$ cat src/rtl/serial_pattern_receiver.sv
// Serial test-pattern receiver: frames FRAME_LEN bits MSB-first after idle-high + start bit, checks against 4 patterns.
// Latency: frame_valid one clk after the edge sampling the last bit. No backpressure; rx_en=0 aborts to idle.
module serial_pattern_receiver #(
    parameter int FRAME_LEN = 100,
    parameter int IDLE_MIN  = 1,
    parameter logic [FRAME_LEN-1:0] PAT_A = 100'h5555555555555555555555555,
    parameter logic [FRAME_LEN-1:0] PAT_B = 100'h3333333333333333333333333,
    parameter logic [FRAME_LEN-1:0] PAT_C = 100'h0F0F0F0F0F0F0F0F0F0F0F0F0,
    parameter logic [FRAME_LEN-1:0] PAT_D = 100'h0000000000000FFFFFFFFFFFF
) (
    input  logic                 clk,
    input  logic                 rst,
    input  logic                 rx,
    input  logic                 rx_en,
    input  logic                 exp_polarity,
    input  logic                 exp_state,
    output logic                 busy,
    output logic                 frame_valid,
    output logic [FRAME_LEN-1:0] frame_data,
    output logic                 match_hit,
    output logic [1:0]           match_id,
    output logic [6:0]           err_count,
    output logic                 frame_ok
);

    localparam int CW = $clog2(FRAME_LEN + 1);
    localparam int IW = $clog2(IDLE_MIN + 1);

    localparam logic [1:0] S_IDLE  = 2'd0;
    localparam logic [1:0] S_ARMED = 2'd1;
    localparam logic [1:0] S_RECV  = 2'd2;
    localparam logic [1:0] S_DONE  = 2'd3;

    logic [1:0]           state_q, state_d;
    logic [IW-1:0]        idle_cnt_q, idle_cnt_d;
    logic [CW-1:0]        bit_cnt_q, bit_cnt_d;
    logic [FRAME_LEN-1:0] shift_q, shift_d;
    logic [1:0]           exp_sel_q, exp_sel_d;
    logic [3:0]           mis_q, mis_d;
    logic [6:0]           err_acc_q, err_acc_d;

    logic                 frame_valid_q, frame_valid_d;
    logic [FRAME_LEN-1:0] frame_data_q, frame_data_d;
    logic                 match_hit_q, match_hit_d;
    logic [1:0]           match_id_q, match_id_d;
    logic [6:0]           err_count_q, err_count_d;
    logic                 frame_ok_q, frame_ok_d;

    logic [CW-1:0] bit_idx;
    logic [3:0]    pat_bits;
    logic [3:0]    diff;
    logic [1:0]    exp_now;

    // bit_cnt is 0 in ARMED, so the same index serves the start bit and the body bits
    assign bit_idx  = CW'(FRAME_LEN - 1) - bit_cnt_q;
    assign pat_bits = {PAT_D[bit_idx], PAT_C[bit_idx], PAT_B[bit_idx], PAT_A[bit_idx]};
    assign diff     = {4{rx}} ^ pat_bits;
    assign exp_now  = {exp_polarity, exp_state};

    always_comb begin
        state_d       = state_q;
        idle_cnt_d    = idle_cnt_q;
        bit_cnt_d     = bit_cnt_q;
        shift_d       = shift_q;
        exp_sel_d     = exp_sel_q;
        mis_d         = mis_q;
        err_acc_d     = err_acc_q;
        frame_valid_d = 1'b0;
        frame_data_d  = frame_data_q;
        match_hit_d   = match_hit_q;
        match_id_d    = match_id_q;
        err_count_d   = err_count_q;
        frame_ok_d    = frame_ok_q;

        if (!rx_en) begin
            state_d    = S_IDLE;
            idle_cnt_d = '0;
            bit_cnt_d  = '0;
        end else begin
            case (state_q)
                S_IDLE: begin
                    if (rx) begin
                        if (idle_cnt_q == IW'(IDLE_MIN - 1)) begin
                            idle_cnt_d = IW'(IDLE_MIN);
                            state_d    = S_ARMED;
                        end else begin
                            idle_cnt_d = idle_cnt_q + 1'b1;
                        end
                    end else begin
                        idle_cnt_d = '0;
                    end
                end
                S_ARMED: begin
                    if (!rx) begin
                        exp_sel_d  = exp_now;
                        shift_d    = {shift_q[FRAME_LEN-2:0], rx};
                        mis_d      = diff;
                        // pattern index is the bitwise inverse of {polarity,state}
                        err_acc_d  = 7'(diff[~exp_now]);
                        bit_cnt_d  = CW'(1);
                        idle_cnt_d = '0;
                        state_d    = S_RECV;
                    end
                end
                S_RECV: begin
                    shift_d   = {shift_q[FRAME_LEN-2:0], rx};
                    mis_d     = mis_q | diff;
                    err_acc_d = err_acc_q + 7'(diff[~exp_sel_q]);
                    bit_cnt_d = bit_cnt_q + 1'b1;
                    if (bit_cnt_q + 1'b1 == CW'(FRAME_LEN)) begin
                        state_d = S_DONE;
                    end
                end
                default: begin
                    frame_valid_d = 1'b1;
                    frame_data_d  = shift_q;
                    match_hit_d   = ~&mis_q;
                    match_id_d    = 2'd0;
                    for (int k = 3; k >= 0; k--) begin
                        if (!mis_q[k]) begin
                            match_id_d = 2'(k);
                        end
                    end
                    err_count_d = err_acc_q;
                    frame_ok_d  = (err_acc_q == 7'd0);
                    idle_cnt_d  = '0;
                    bit_cnt_d   = '0;
                    state_d     = S_IDLE;
                end
            endcase
        end
    end

    always_ff @(posedge clk) begin
        if (rst) begin
            state_q       <= S_IDLE;
            idle_cnt_q    <= '0;
            bit_cnt_q     <= '0;
            shift_q       <= '0;
            exp_sel_q     <= 2'd0;
            mis_q         <= 4'd0;
            err_acc_q     <= 7'd0;
            frame_valid_q <= 1'b0;
            frame_data_q  <= '0;
            match_hit_q   <= 1'b0;
            match_id_q    <= 2'd0;
            err_count_q   <= 7'd0;
            frame_ok_q    <= 1'b0;
        end else begin
            state_q       <= state_d;
            idle_cnt_q    <= idle_cnt_d;
            bit_cnt_q     <= bit_cnt_d;
            shift_q       <= shift_d;
            exp_sel_q     <= exp_sel_d;
            mis_q         <= mis_d;
            err_acc_q     <= err_acc_d;
            frame_valid_q <= frame_valid_d;
            frame_data_q  <= frame_data_d;
            match_hit_q   <= match_hit_d;
            match_id_q    <= match_id_d;
            err_count_q   <= err_count_d;
            frame_ok_q    <= frame_ok_d;
        end
    end

    assign busy        = (state_q == S_RECV);
    assign frame_valid = frame_valid_q;
    assign frame_data  = frame_data_q;
    assign match_hit   = match_hit_q;
    assign match_id    = match_id_q;
    assign err_count   = err_count_q;
    assign frame_ok    = frame_ok_q;

endmodule

$ cat config.mk
export PLATFORM = sky130hd
export DESIGN_NAME = serial_pattern_receiver
export DESIGN_NICKNAME = d
export VERILOG_FILES = /design/src/rtl/serial_pattern_receiver.sv
export SDC_FILE = /design/constraint.sdc
export NUM_CORES = 1
export LEC_CHECK = 0
export BUFFER_PORTS_ARGS = -buffer_cell sky130_fd_sc_hd__buf_2
export CAP_MARGIN = 20
export CORE_MARGIN = 2
export CORE_UTILIZATION = 40
export CTS_CLUSTER_DIAMETER = 60
export CTS_CLUSTER_SIZE = 20
export DETAILED_ROUTE_END_ITERATION = 12
export GPL_ROUTABILITY_DRIVEN = 0
export PLACE_DENSITY = 0.57
export SLEW_MARGIN = 40
export SYNTH_ARGS = -nofsm -noshare
export SYNTH_HDL_FRONTEND = slang
export SYNTH_SLANG_ARGS = --single-unit
$ cat constraint.sdc
create_clock -name clk -period 1.9 [get_ports clk]
set_input_delay 0.19 -clock clk [delete_from_list [all_inputs] [get_ports clk]]
set_output_delay 0.19 -clock clk [all_outputs]
set_load 0.02 [all_outputs]
# Yosys cells after proc, flatten, opt, wreduce, memory -nomap -nowiden

Memory sizes are Yosys's and may differ from the RTL's.
Index checks and enable logic that the tools add are counted.

Bits in registers: 235
ROM bits: 512
Input bits: 6
Logic and storage cells: 83
Memories kept: 4

Add/subtract/negate cells: 4
Order comparisons: 3
Equality and inequality tests: 7
Mux-type cells: 30
Bitwise gates (word level): 9
Reductions and logical operators: 13

Memories:

| memory           | words | bits a word | read ports | clocked after memory_dff | write ports | RTL line | text |
|---|---|---|---|---|---|---|---|
| (name not given) | 128   | 1           | 1          | 0                        | 0           | 56       | `assign pat_bits = {PAT_D[bit_idx], PAT_C[bit_idx], PAT_B[bit_idx], PAT_A[bit_idx]};` |
| (name not given) | 128   | 1           | 1          | 0                        | 0           | 56       |  |
| (name not given) | 128   | 1           | 1          | 0                        | 0           | 56       |  |
| (name not given) | 128   | 1           | 1          | 0                        | 0           | 56       |  |

Operators by type and width:

| cell                                               | number |
|---|---|
| one-hot mux 100 bit (2 select lines)               | 1 |
| 2-to-1 mux 100 bit                                 | 1 |
| one-hot mux 7 bit (3 select lines)                 | 1 |
| 2-to-1 mux 2 bit                                   | 8 |
| 2-to-1 mux 7 bit                                   | 2 |
| one-hot mux 7 bit (2 select lines)                 | 1 |
| 2-to-1 mux 1 bit                                   | 10 |
| < comparator 7 x 8 -> 1 bit, second input constant | 1 |
| one-hot mux 4 bit (2 select lines)                 | 1 |
| AND reduction 4 bit                                | 2 |
| adder 7 x 1 -> 7 bit                               | 1 |
| adder 7 x 1 -> 7 bit, second input constant        | 1 |
| == test 7 bit, second input constant               | 1 |
| logical NOT 7 bit                                  | 1 |
| subtractor 7 bit, first input constant             | 1 |
| < comparator 2 x 3 -> 1 bit, second input constant | 2 |
| != test 2 bit, second input constant               | 3 |
| one-hot mux 2 bit (3 select lines)                 | 1 |
| AND reduction 2 bit                                | 3 |
| AND reduction 3 bit                                | 2 |
| inverter 1 bit                                     | 5 |
| binary-select mux 1 bit (select 2 bit)             | 2 |
| 2-to-1 mux 4 bit                                   | 1 |
| inverter 2 bit                                     | 2 |
| 12 further kinds                                   | 12 |

# Longest topological paths before layout

Depth after elaboration: 8
Mapped depth: 11

# Least setup slack after synthesis

OpenSTA, ideal clock, no wires.

Path kind: reg2reg
Start point: register bit_cnt_q[2]
End point: register err_acc_q[3]
Setup time: 118 ps
Arrival: 1955 ps
Data required time: 1782 ps
Slack: -173 ps
Cell stages (with the launch flop): 12
Period minus slack after synthesis: 2073 ps
Path through: dfxtp_1 -> buf_2 -> o31ai_1 -> a2bb2oi_1 -> xnor2_1 -> mux2i_1 -> o21ai_0 -> ha_1 -> nand2_1 -> or3_1 -> xor2_1 -> nor2_1

Cells in the longest elaborated chain, start to end: 8

RTL lines:

| item                                     | RTL line | text |
|---|---|---|
| start, declared                          | 36       | `logic [CW-1:0] bit_cnt_q, bit_cnt_d;` |
| start signal, assigned                   | 152      | `bit_cnt_q <= bit_cnt_d;` |
| subtractor 7 bit *                       | 55       | `assign bit_idx = CW'(FRAME_LEN - 1) - bit_cnt_q;` |
| memory read (128 x 1 bit)                | --       |  |
| 2-to-1 mux 1 bit (not written as such)   | 56       |  |
| XOR 4 bit *                              | 57       | `assign diff = {4{rx}} ^ pat_bits;` |
| binary-select mux 1 bit (select 2 bit) * | 108      | `err_acc_d = err_acc_q + 7'(diff[~exp_sel_q]);` |
| 2-to-1 mux 1 bit (not written as such) * | 108      |  |
| adder 7 x 1 -> 7 bit *                   | 108      |  |
| one-hot mux 7 bit (2 select lines) *     | 80       | `case (state_q)` |
| end signal, assigned                     | 156      | `err_acc_q <= err_acc_d;` |
| end, declared                            | 40       | `logic [6:0] err_acc_q, err_acc_d;` |

Mark *: on every way between the ends. The rest lies on a longest branch, timed or not. The select of a mux whose other input is x is not followed.
A chain may end at the register's enable or synchronous reset.

# Final worst setup path

Start point: register bit_cnt_q[4]
End point: register err_acc_q[3]

Same word-level chain as after synthesis.

==> flow_summary.ini <==
[status]
status = complete, but fails checks
violations = negative setup slack

[clock_network]
cts_buffers = 19
clock_latency_ps = 490
clockBufferDepth = 3
cts.reportedPaths.clkPinSlew_ps = 70
clock_sinks = 235
h-tree-depth = 1
cts_tree = done
root_buffer = clkbuf_16

[place]
place_hpwl_um = 11800
port_buffers = 118
dpl_cell_area_um2 = 9650
dp.cells = 1444
dp_slack_ps = -209

[critical_path]
crit_buf_inv = 0
cp-start-kind = register
crit_chain = o31ai_4, a2bb2oi_2, xnor2_1, mux2i_1, o21ai_2, ha_2, nand2_2, or3_1, xor2_1, nor2_1
reg2reg_depth = 10
cp_slowest_cell = dfxtp_4
cp_max_fo = 3
max_stage_delay_ps = 360
cp.depth = 10
crit_family = compound AO/OA/AOI/OAI gates
crit_arrival_ps = 2440
end_kind = register
worstPathRequired_ps = 2270
path_class = register to register

[sta]
worst_pin_slew_ps = 514
setup_viol = 6
clock.fmax_mhz = 484
drv_slew = 0
setup_ws_ps = -164
slew_headroom = 0.658
finalCriticalPeriod_ps = 2060
period_share = 1.09
whs_ps = 20.5
finalHoldViolations = 0
finClkSkew_ps = 12.8
rsz0062_at_grt = yes

[global_route]
antenna_found_initial = 0
grt_overflow = 0
grt_pass1_vias = 6418
grt_max_degree = 71
track_usage = 0.165
grt_pass1_wl_um = 31500

[yosys]
synth_mux_area_frac = 0.00871
async_reset_ff_frac = 0
yosysSeqAreaShare = 0.546
synth_simple_gate_area_frac = 0.228
synth-adder-area-share = 0.0131
synth-compound-area-share = 0.152
syn_nets = 1115
synthFlopType = dfxtp_1
yosys_warnings = 0
synth_top_family_by_area = simple AND/OR/NAND/NOR gates
synth-edff-count = 0
synth.avg_cell_area_um2 = 7.84
netlist_instances = 1100
synth-xor-area-share = 0.0122
synth_cell_type_count = 39
synth_seq_cells = 235
synth_area_um2 = 8620

[die]
die_w_um = 151
initial_core_util = 0.409
die_h_um = 151
die_area_um2 = 22700
io-pin-count = 119
num_rows = 53
core_um2 = 21100

[drt]
wirelength_um = 19600
drt_iter0_markers = 353
vias_per_cell = 4.87
first_pass_iters = 4
num_vias = 7221
drc = 0
ant_nets = 0
wl_per_cell_um = 13.2

[min_path]
holdCritPathClass = input port to register
min_path_cells = 3

[final_layout]
diodes = 0
layout_commonest_cell = nand2_1
stdcell_count = 1483
final_cell_mix = nand2_1 (435), dfxtp_1 (230), a21oi_1 (224), buf_2 (117), buf_4 (27)
final_util = 0.498
multi_input_area_um2 = 3710
fillers = 2123
final_area_um2 = 10500
register_area_um2 = 4720
layout.nets = 1212
drive_gt1_frac = 0.179
area.growth.synth_to_final_pct = 21.9

[power_and_ir_drop]
power_density_nw_per_um2 = 904
leakage_nw = 3.87
ir_drop_mv = 0.899

[job]
maxCapViolCount = 0
logic make-up (layout without fill, tap and decap cells):
kind of cell | Yosys count | count (layout)
buffers and inverters | 88 | 196
DFF | 235 | 235
muxes | 7 | 7
adders and majority gates | 9 | 9
xor gates and xnor gates | 12 | 12
and+or+nand+nor | 498 | 498
AOI/OAI and AO/OA | 251 | 251
cells in the mapped netlist, types with 2 or more instances:
library cell  number  area share
nand2_1          437        0.19
dfxtp_1          235        0.55
a21oi_1          226        0.13
clkbuf_1          67       0.029
nor2_1            21      0.0091
ha_1               9       0.013
nand3_1            9      0.0052
o21ai_0            8      0.0046
buf_1              7      0.0030
buf_2              7      0.0041
inv_1              7      0.0030
xor2_1             7      0.0071
mux2i_1            6      0.0070
a22oi_1            5      0.0044
nand2b_1           5      0.0036
xnor2_1            5      0.0051
nor2b_1            4      0.0029
and3_1             3      0.0022
nand3b_1           3      0.0026
nor3_1             3      0.0017
nor4_1             3      0.0022
a2bb2oi_1          2      0.0020
nand4_1            2      0.0015
o211ai_1           2      0.0017
o22ai_1            2      0.0015
or3_1              2      0.0015
per-layer routing:
layer	track usage	wire length, um	vias up	part of all wire
met5	0	0	-	0
met4	0.0308	296	0	0.015
met3	0.0301	942	19	0.048
met2	0.265	8730	133	0.45
met1	0.235	9630	3292	0.49
li1	-	-	3777	-
stage by stage:
stage          TNS (ps)  power (mW)
5_1_grt           -1540        9.82
3_3_place_gp       -478        5.38
2_1_floorplan      -280        5.26
4_1_cts            -517        9.60
3_5_place_dp       -903        5.38
6_report           -632        9.50
worst reg2reg max path, stage by stage (launching register included):
cell       delay (ps)
dfxtp_4           360
o31ai_4           260
a2bb2oi_2         100
xnor2_1           190
mux2i_1           120
o21ai_2           160
ha_2              190
nand2_2            50
or3_1             320
xor2_1            160
nor2_1             60
power by group:
group	internal [mW]	switching (mW)
combinational	0.108	0.244
clock	2.32	1.89
sequential	4.93	0.00777
total	7.36	2.14
worst paths after layout:
path	to	startpoint	slack, ps
worst max-delay path	err_acc_q[3]	bit_cnt_q[4]	-160
worst min-delay path	exp_sel_q[0]	exp_state	20
worst max register to register	err_acc_q[3]	bit_cnt_q[4]	-160
worst min register to register	frame_data[57]	frame_data[57]	450
sequential cells by signal, indices dropped and copies added (netlist names), 2 cells and up:
name,cells
err_count,7
exp_sel_q,2
match_id,2
err_acc_q,7
shift_q,100
bit_cnt_q,7
frame_data,100
mis_q,4
state_q,2
final cells by class:
cell class | instances | share of cell area
clock inverters | 11 | 0.0176
inverters | 7 | 0.00250
flip-flops and latches | 235 | 0.449
repair buffers | 157 | 0.0992
multi-input cells | 777 | 0.353
well taps | 275 | 0.0327
clock buffers | 21 | 0.0460
repair_timing:
item	CTS	global route
hold endpoints to repair	1	0
gates cloned	0	1
gates resized for setup	10	19
hold buffers	1	0
endpoints found under the setup margin	8	66
setup buffers	1	4
pin swaps	7	16
(Power assumes the default switching activity.)
